### config.mk
export PLATFORM = sky130hd
export DESIGN_NAME = fp_max_abs_reduce_flat
export DESIGN_NICKNAME = d
export VERILOG_FILES = /design/src/rtl/fp_max_abs_reduce_pkg.sv /design/src/rtl/fp_max_abs_reduce_if.sv /design/src/rtl/fp_max_abs_reduce_mag_cmp.sv /design/src/rtl/fp_max_abs_reduce.sv /design/src/flat_wrapper.sv
export SDC_FILE = /design/constraint.sdc
export NUM_CORES = 1
export LEC_CHECK = 0
export BUFFER_PORTS_ARGS = -buffer_cell sky130_fd_sc_hd__buf_2
export CORE_MARGIN = 4
export CORE_UTILIZATION = 55
export CTS_CLUSTER_DIAMETER = 50
export DETAILED_ROUTE_END_ITERATION = 6
export GPL_TIMING_DRIVEN = 0
export PLACE_DENSITY = 0.75
export SYNTH_ARGS = -nofsm -noshare
export SYNTH_HDL_FRONTEND = slang
export SYNTH_SLANG_ARGS = --single-unit
### constraint.sdc
create_clock -name clk -period 4.7 [get_ports clk]
set_input_delay 0.705 -clock clk [delete_from_list [all_inputs] [get_ports clk]]
set_output_delay 0.705 -clock clk [all_outputs]
set_load 0.005 [all_outputs]
### src/rtl/fp_max_abs_reduce_pkg.sv
// Shared float helpers and frame-state encoding for the reduction blocks.
// Latency: n/a (types and pure functions only).
// Backpressure: n/a.
package fp_max_abs_reduce_pkg;

    localparam int DEF_EXP_W = 5;
    localparam int DEF_MAN_W = 10;
    localparam int DEF_IDX_W = 8;
    localparam int FP_MAX_W  = 64;

    typedef enum logic [0:0] {
        ST_EMPTY = 1'b0,
        ST_ACCUM = 1'b1
    } frame_state_e;

    // Operands are zero-extended to FP_MAX_W so one function serves every format.
    function automatic logic fp_is_nan(input logic [FP_MAX_W-1:0] bits,
                                       input int exp_w, input int man_w);
        logic [FP_MAX_W-1:0] man_mask;
        logic [FP_MAX_W-1:0] exp_mask;
        man_mask = (64'd1 << man_w) - 64'd1;
        exp_mask = ((64'd1 << exp_w) - 64'd1) << man_w;
        return ((bits & exp_mask) == exp_mask) && ((bits & man_mask) != '0);
    endfunction

    function automatic logic fp_mag_gt(input logic [FP_MAX_W-1:0] a,
                                       input logic [FP_MAX_W-1:0] b,
                                       input int w);
        logic [FP_MAX_W-1:0] mag_mask;
        mag_mask = (64'd1 << (w - 1)) - 64'd1;
        return (a & mag_mask) > (b & mag_mask);
    endfunction

endpackage

### src/rtl/fp_max_abs_reduce_if.sv
// Element stream in, per-frame max-magnitude result out.
// Latency: n/a (signal bundle).
// Backpressure: valid/ready on both the element and result sides.
interface fp_max_abs_reduce_if
    import fp_max_abs_reduce_pkg::*;
#(
    parameter int EXP_W = DEF_EXP_W,
    parameter int MAN_W = DEF_MAN_W,
    parameter int IDX_W = DEF_IDX_W
);
    localparam int W = 1 + EXP_W + MAN_W;

    logic             in_valid;
    logic             in_ready;
    logic             in_last;
    logic [W-1:0]     a;
    logic             out_valid;
    logic             out_ready;
    logic [W-1:0]     c;
    logic             max_sign;
    logic [IDX_W-1:0] max_idx;
    logic [IDX_W-1:0] count;
    logic             nan_seen;
    logic             cnt_ovf;

    modport master (
        output in_valid, in_last, a, out_ready,
        input  in_ready, out_valid, c, max_sign, max_idx, count, nan_seen, cnt_ovf
    );

    modport slave (
        input  in_valid, in_last, a, out_ready,
        output in_ready, out_valid, c, max_sign, max_idx, count, nan_seen, cnt_ovf
    );

endinterface

### src/rtl/fp_max_abs_reduce_mag_cmp.sv
// Magnitude compare of two floats plus NaN detect on the first operand.
// Latency: combinational.
// Backpressure: none.
module fp_mag_cmp
    import fp_max_abs_reduce_pkg::*;
#(
    parameter int EXP_W = DEF_EXP_W,
    parameter int MAN_W = DEF_MAN_W,
    localparam int W    = 1 + EXP_W + MAN_W
)(
    input  logic [W-1:0] a,
    input  logic [W-1:0] b,
    output logic         a_gt_b,
    output logic         a_nan
);

    assign a_gt_b = fp_mag_gt(FP_MAX_W'(a), FP_MAX_W'(b), W);
    assign a_nan  = fp_is_nan(FP_MAX_W'(a), EXP_W, MAN_W);

endmodule

### src/rtl/fp_max_abs_reduce.sv
// Per-frame reduction to the largest-magnitude non-NaN element, with index/count/NaN/overflow.
// Latency: result registered 1 cycle after the accepted in_last.
// Backpressure: in_ready = !out_valid || out_ready; a stalled result blocks new elements.
module fp_max_abs_reduce
    import fp_max_abs_reduce_pkg::*;
#(
    parameter int EXP_W = DEF_EXP_W,
    parameter int MAN_W = DEF_MAN_W,
    parameter int IDX_W = DEF_IDX_W
)(
    input  logic                clk,
    input  logic                rstn,
    fp_max_abs_reduce_if.slave  bus
);

    localparam int W = 1 + EXP_W + MAN_W;
    localparam logic [0:0]       S_EMPTY = 1'(ST_EMPTY);
    localparam logic [0:0]       S_ACCUM = 1'(ST_ACCUM);
    localparam logic [IDX_W-1:0] CNT_MAX = '1;

    typedef struct packed {
        logic [W-1:0]     max;
        logic [IDX_W-1:0] idx;
        logic [IDX_W-1:0] cnt;
        logic             have;
        logic             nan;
        logic             ovf;
    } run_t;

    logic [0:0]       state;
    run_t             run;
    run_t             run_nxt;
    logic             accept;
    logic             a_gt_max;
    logic             a_nan;
    logic [IDX_W-1:0] cnt_cur;
    logic             have_cur;

    fp_mag_cmp #(
        .EXP_W (EXP_W),
        .MAN_W (MAN_W)
    ) u_mag_cmp (
        .a      (bus.a),
        .b      (run.max),
        .a_gt_b (a_gt_max),
        .a_nan  (a_nan)
    );

    assign bus.in_ready = !bus.out_valid || bus.out_ready;
    assign accept       = bus.in_valid && bus.in_ready;

    // An empty frame never trusts leftover running fields.
    assign cnt_cur  = (state == S_EMPTY) ? '0 : run.cnt;
    assign have_cur = (state == S_ACCUM) && run.have;

    always_comb begin
        run_nxt      = run;
        run_nxt.cnt  = cnt_cur;
        run_nxt.have = have_cur || !a_nan;
        run_nxt.nan  = run.nan || a_nan;
        if (!a_nan && (!have_cur || a_gt_max)) begin
            run_nxt.max = bus.a;
            run_nxt.idx = cnt_cur;
        end
        if (cnt_cur == CNT_MAX) begin
            run_nxt.ovf = 1'b1;
        end else begin
            run_nxt.cnt = cnt_cur + IDX_W'(1);
        end
    end

    always_ff @(posedge clk) begin
        if (!rstn) begin
            state         <= S_EMPTY;
            run           <= '0;
            bus.out_valid <= 1'b0;
            bus.c         <= '0;
            bus.max_sign  <= 1'b0;
            bus.max_idx   <= '0;
            bus.count     <= '0;
            bus.nan_seen  <= 1'b0;
            bus.cnt_ovf   <= 1'b0;
        end else begin
            if (accept && bus.in_last) begin
                bus.out_valid <= 1'b1;
                bus.c         <= {1'b0, run_nxt.max[W-2:0]};
                bus.max_sign  <= run_nxt.max[W-1];
                bus.max_idx   <= run_nxt.idx;
                bus.count     <= run_nxt.cnt;
                bus.nan_seen  <= run_nxt.nan;
                bus.cnt_ovf   <= run_nxt.ovf;
            end else if (bus.out_ready) begin
                bus.out_valid <= 1'b0;
            end

            if (accept) begin
                if (bus.in_last) begin
                    state <= S_EMPTY;
                    run   <= '0;
                end else begin
                    state <= S_ACCUM;
                    run   <= run_nxt;
                end
            end
        end
    end

endmodule

### src/flat_wrapper.sv
// flat-port wrapper written by rule: the top's interface ports become plain ports
module fp_max_abs_reduce_flat import fp_max_abs_reduce_pkg::*;
#(
    parameter int EXP_W = DEF_EXP_W,
    parameter int MAN_W = DEF_MAN_W,
    parameter int IDX_W = DEF_IDX_W
)
  (clk, rstn, bus_in_valid, bus_in_last, bus_a, bus_out_ready, bus_in_ready, bus_out_valid, bus_c, bus_max_sign, bus_max_idx, bus_count, bus_nan_seen, bus_cnt_ovf);
  fp_max_abs_reduce_if #(.EXP_W(EXP_W), .MAN_W(MAN_W), .IDX_W(IDX_W)) bus_i ();
  input  logic clk;
  input  logic rstn;
  input wire logic [$bits(bus_i.in_valid)-1:0] bus_in_valid;
  input wire logic [$bits(bus_i.in_last)-1:0] bus_in_last;
  input wire logic [$bits(bus_i.a)-1:0] bus_a;
  input wire logic [$bits(bus_i.out_ready)-1:0] bus_out_ready;
  output wire logic [$bits(bus_i.in_ready)-1:0] bus_in_ready;
  output wire logic [$bits(bus_i.out_valid)-1:0] bus_out_valid;
  output wire logic [$bits(bus_i.c)-1:0] bus_c;
  output wire logic [$bits(bus_i.max_sign)-1:0] bus_max_sign;
  output wire logic [$bits(bus_i.max_idx)-1:0] bus_max_idx;
  output wire logic [$bits(bus_i.count)-1:0] bus_count;
  output wire logic [$bits(bus_i.nan_seen)-1:0] bus_nan_seen;
  output wire logic [$bits(bus_i.cnt_ovf)-1:0] bus_cnt_ovf;
  assign bus_i.in_valid = bus_in_valid;
  assign bus_i.in_last = bus_in_last;
  assign bus_i.a = bus_a;
  assign bus_i.out_ready = bus_out_ready;
  assign bus_in_ready = bus_i.in_ready;
  assign bus_out_valid = bus_i.out_valid;
  assign bus_c = bus_i.c;
  assign bus_max_sign = bus_i.max_sign;
  assign bus_max_idx = bus_i.max_idx;
  assign bus_count = bus_i.count;
  assign bus_nan_seen = bus_i.nan_seen;
  assign bus_cnt_ovf = bus_i.cnt_ovf;
  fp_max_abs_reduce #(.EXP_W(EXP_W), .MAN_W(MAN_W), .IDX_W(IDX_W)) u_core (.clk(clk), .rstn(rstn), .bus(bus_i));
endmodule
==> metrics.csv <==
metric,value,unit
Max Clk Rate,391,MHz
end of the worst register-to-register path,u_core.bus.c[0]$_SDFFE_PN0P_,
fraction of post-synthesis cell area in the top cell type by area,40.3,%
worst r2r src,u_core.run[33]$_SDFFE_PN0P_,
number of warnings reported in the yosys synthesis log,0,
maximum buffer depth of the clock tree,2,
final weighted congestion of routability-driven global placement,0.928,
number of setup buffers added after CTS,0,
net switching power figure,0.324,mW
clock input transition at the sequential cells of the worst setup and hold paths,0.07,ns
number of antenna violations at the first check in global routing,0,
signed area change from the synthesized netlist to the final layout,15.5,%
capturing element type of the critical path,register,
TritonCTS clock tree,done,
most common cell in the netlist,sky130_fd_sc_hd__dfxtp_1,
data required time of the critical path,4.92,ns
Placement Rows,28,
Worst VDD drop,0.185,mV
overall power of the completed layout,1.21,mW
Tmin final,2.56,ns
post-detailed-placement half-perimeter wirelength,7.03,mm
Mean Syn Cell Area,8.62,um^2
Tightest Pin Transition,0.629,ns
worst slack at placement,1.83,ns
worst min-delay path class,reg2reg,
cell type with the largest total area after synthesis,sky130_fd_sc_hd__dfxtp_1,
final sum of negative setup slack,0,ns
slack of the critical path,2.14,ns
total global routing overflow,0,
worst-skew pair later-pin latency,0.35,ns
number of pins exceeding their max-slew limit in the final report,0,
power per unit of standard cell area,297,mW/mm^2
total setup violations reported at the end of the flow,0,
final number of hold-violating endpoints,0,
synth top area cells,"sky130_fd_sc_hd__dfxtp_1 40%, sky130_fd_sc_hd__ha_1 5.7%, sky130_fd_sc_hd__a32oi_1 5.5%",
number of global-route vias before repair,3229,
total CTS buffers,9,
switch share,26.8,%
PostCTS Resize Cnt,0,
DRC violation count after routing,0,
Critical path destination,u_core.bus.c[0]$_SDFFE_PN0P_,
pin count of the biggest net entering global routing,12,
fraction of registers with async set or reset after synthesis,0,%
crit share post-route,54.4,%
Yosys cell types,45,
Mapped Nets,446,
Combinational Power Share,11.7,%
number of enable-type register cells in the synthesized netlist,0,
Die Y-Extent,88.1,um
count of buffers from port buffering,55,
reg-to-reg setup timing slack,2.22,ns
cell depth of the worst flop-to-flop path,9,
fraction of layout instances using a drive strength above 1,17.3,%
root cell of the clock tree,sky130_fd_sc_hd__clkbuf_8,
static leakage,1.60,nW
result of the run,completed,
clk_skew,0.0108,ns
arrival time at the worst endpoint,2.77,ns
final wirelength,9.83,mm
cell area after technology mapping,0.00353,mm^2
portion of total power attributed to the clock network,36.5,%
number of storage elements in the synthesis netlist,71,
max-cap violation count,0,
initial core utilization,58.2,%
fraction of the yosys area taken by sequential cells,40.3,%
Worst Setup Path Type,in2reg,
overall via count from detail_route,3455,
Placeable Area,0.00606,mm^2
aggregate global-route resource usage,26.6,%
number of antenna diodes,0,
area of the die,0.00776,mm^2
Pint,0.886,mW
highest net fanout along the worst path,10,
Sink Count,71,
Pre-Repair DR Iteration Count,5,
startpoint kind of the worst setup timing path,input pin,
first-pass GRT wire length,16.0,mm
list of most frequent post-synthesis cells,"71 x sky130_fd_sc_hd__dfxtp_1, 48 x sky130_fd_sc_hd__nand2_1, 37 x sky130_fd_sc_hd__a21oi_1, 24 x sky130_fd_sc_hd__clkbuf_1, 22 x sky130_fd_sc_hd__a32oi_1",
number of fill cells,539,
hold_buf cts,0,
ANT nets after route,0,
Routed wire per std cell,17.7,um
launch point of the critical path,bus_a[14],
starting DRC count in detailed routing,292,
prevailing post-synth register cell,sky130_fd_sc_hd__dfxtp_1,
count of pins on the block boundary,58,
number of vias per cell,6.23,
overall die width,88.1,um
number of nets in the layout,512,
setup repair after global routing missed its margin,false,
part of the total power dissipated in sequential elements,51.8,%
headroom to the max-slew limit,58.1,%
CTS H-tree lvls,3,
cell count after synthesis,409,
==> metal layers <==
metal,part of all wire [%],global-route usage [%],wire length [um],vias to the layer above
met5,0,0,0,-
met3,11,4.14,1080,17
met1,44,38.7,4290,1606
met2,44,39.3,4290,192
met4,1.8,10.7,177,0
li1,-,-,-,1640
==> layout by cell type (no fill, tap or decap), drive strengths merged, types with 2 or more instances in the layout <==
master and n:
a22oi 2, mux2i 11, dfxtp 71, inv 17, nand2b 3, xor2 3, or3 16, nand2 48
a32oi 22, nor3 2, a21oi 38, buf 65, nand4 7, clkinv 3, clkbuf 37, or3b 7
o21a 3, nand3b 3, nor2 12, o21ai 21, and3 5, o311ai 14, nand3 18, xnor2 4
a31oi 3, a22o 5, a211oi 2, and2 9, nor4 4, ha 16
==> worst min path at each step <==
stage | from | endpoint | slack [ns] | cells after the start
after floorplan | u_core.bus.cnt_ovf$_SDFFE_PN0P_ | u_core.bus.cnt_ovf$_SDFFE_PN0P_ | 0.43 | 2
after global routing | u_core.bus.max_idx[0]$_SDFFE_PN0P_ | u_core.bus.max_idx[0]$_SDFFE_PN0P_ | 0.46 | 2
final | u_core.bus.count[7]$_SDFFE_PN0P_ | u_core.bus.count[7]$_SDFFE_PN0P_ | 0.45 | 2
after global placement | u_core.bus.nan_seen$_SDFFE_PN0P_ | u_core.bus.nan_seen$_SDFFE_PN0P_ | 0.42 | 2
after CTS | u_core.bus.count[7]$_SDFFE_PN0P_ | u_core.bus.count[7]$_SDFFE_PN0P_ | 0.45 | 2
after detailed placement | u_core.bus.count[7]$_SDFFE_PN0P_ | u_core.bus.count[7]$_SDFFE_PN0P_ | 0.44 | 2
==> through the flow <==
step	util (%)	instances	hold slack [ns]	cell area, um^2
4_1_cts	67.2	555	0.447	4070
5_1_grt	67.2	555	0.460	4070
3_5_place_dp	64.3	539	0.436	3900
3_3_place_gp	64.3	539	0.419	3900
6_report	67.2	555	0.447	4070
2_1_floorplan	-	409	0.435	3530
==> cell type report <==
| class | count | area (um^2) | share of cell area [%] |
|---|---|---|---|
| Timing Repair Buffer | 55 | 275 | 6.76 |
| Inverter | 18 | 67.6 | 1.66 |
| Multi-Input combinational cell | 286 | 1860 | 45.7 |
| Clock buffer | 13 | 159 | 3.90 |
| Buffer | 34 | 175 | 4.30 |
| Tap cell | 75 | 93.8 | 2.30 |
| Clock inverter | 3 | 17.5 | 0.430 |
| Sequential cell | 71 | 1420 | 34.9 |
==> power groups by stage <==
stage / logic (mW) / clock network (mW) / registers, mW
detailed placement: 0.139 / 0 / 0.640
global route: 0.157 / 0.471 / 0.628
finish: 0.141 / 0.441 / 0.626
floorplan: 0.0839 / 0 / 0.639
global placement: 0.136 / 0 / 0.639
CTS: 0.140 / 0.443 / 0.626
==> sequential cells by signal, indices dropped and copies added (netlist names) <==
signal and flops:
u_core.bus.max_sign 1, u_core.bus.nan_seen 1, u_core.state 1, u_core.bus.c 15, u_core.bus.max_idx 8, u_core.bus.count 8
u_core.bus.out_valid 1, u_core.run 35, u_core.bus.cnt_ovf 1
==> worst max-delay path: stages <==
cell	delay [ns]
sky130_fd_sc_hd__buf_2	0.13
sky130_fd_sc_hd__ha_1	0.30
sky130_fd_sc_hd__nand2_1	0.10
sky130_fd_sc_hd__nor4_2	0.32
sky130_fd_sc_hd__o31ai_1	0.14
sky130_fd_sc_hd__a211oi_2	0.38
sky130_fd_sc_hd__buf_4	0.29
sky130_fd_sc_hd__mux2i_1	0.33
sky130_fd_sc_hd__o21ai_1	0.09
==> logic make-up (layout without fill, tap and decap cells) <==
kind of cell               count (synthesis)  in the layout  share of synthesized area, %
adders and majority gates                 16             16                          5.68
other                                      1              1                         0.106
xor gates and xnor gates                   7              7                          1.74
buffers and inverters                     52            123                          6.88
AOI/OAI and AO/OA                        113            113                          21.7
muxes                                     11             11                          3.12
DFF                                       71             71                          40.3
and+or+nand+nor                          138            138                          20.4
(Power assumes the default switching activity.)
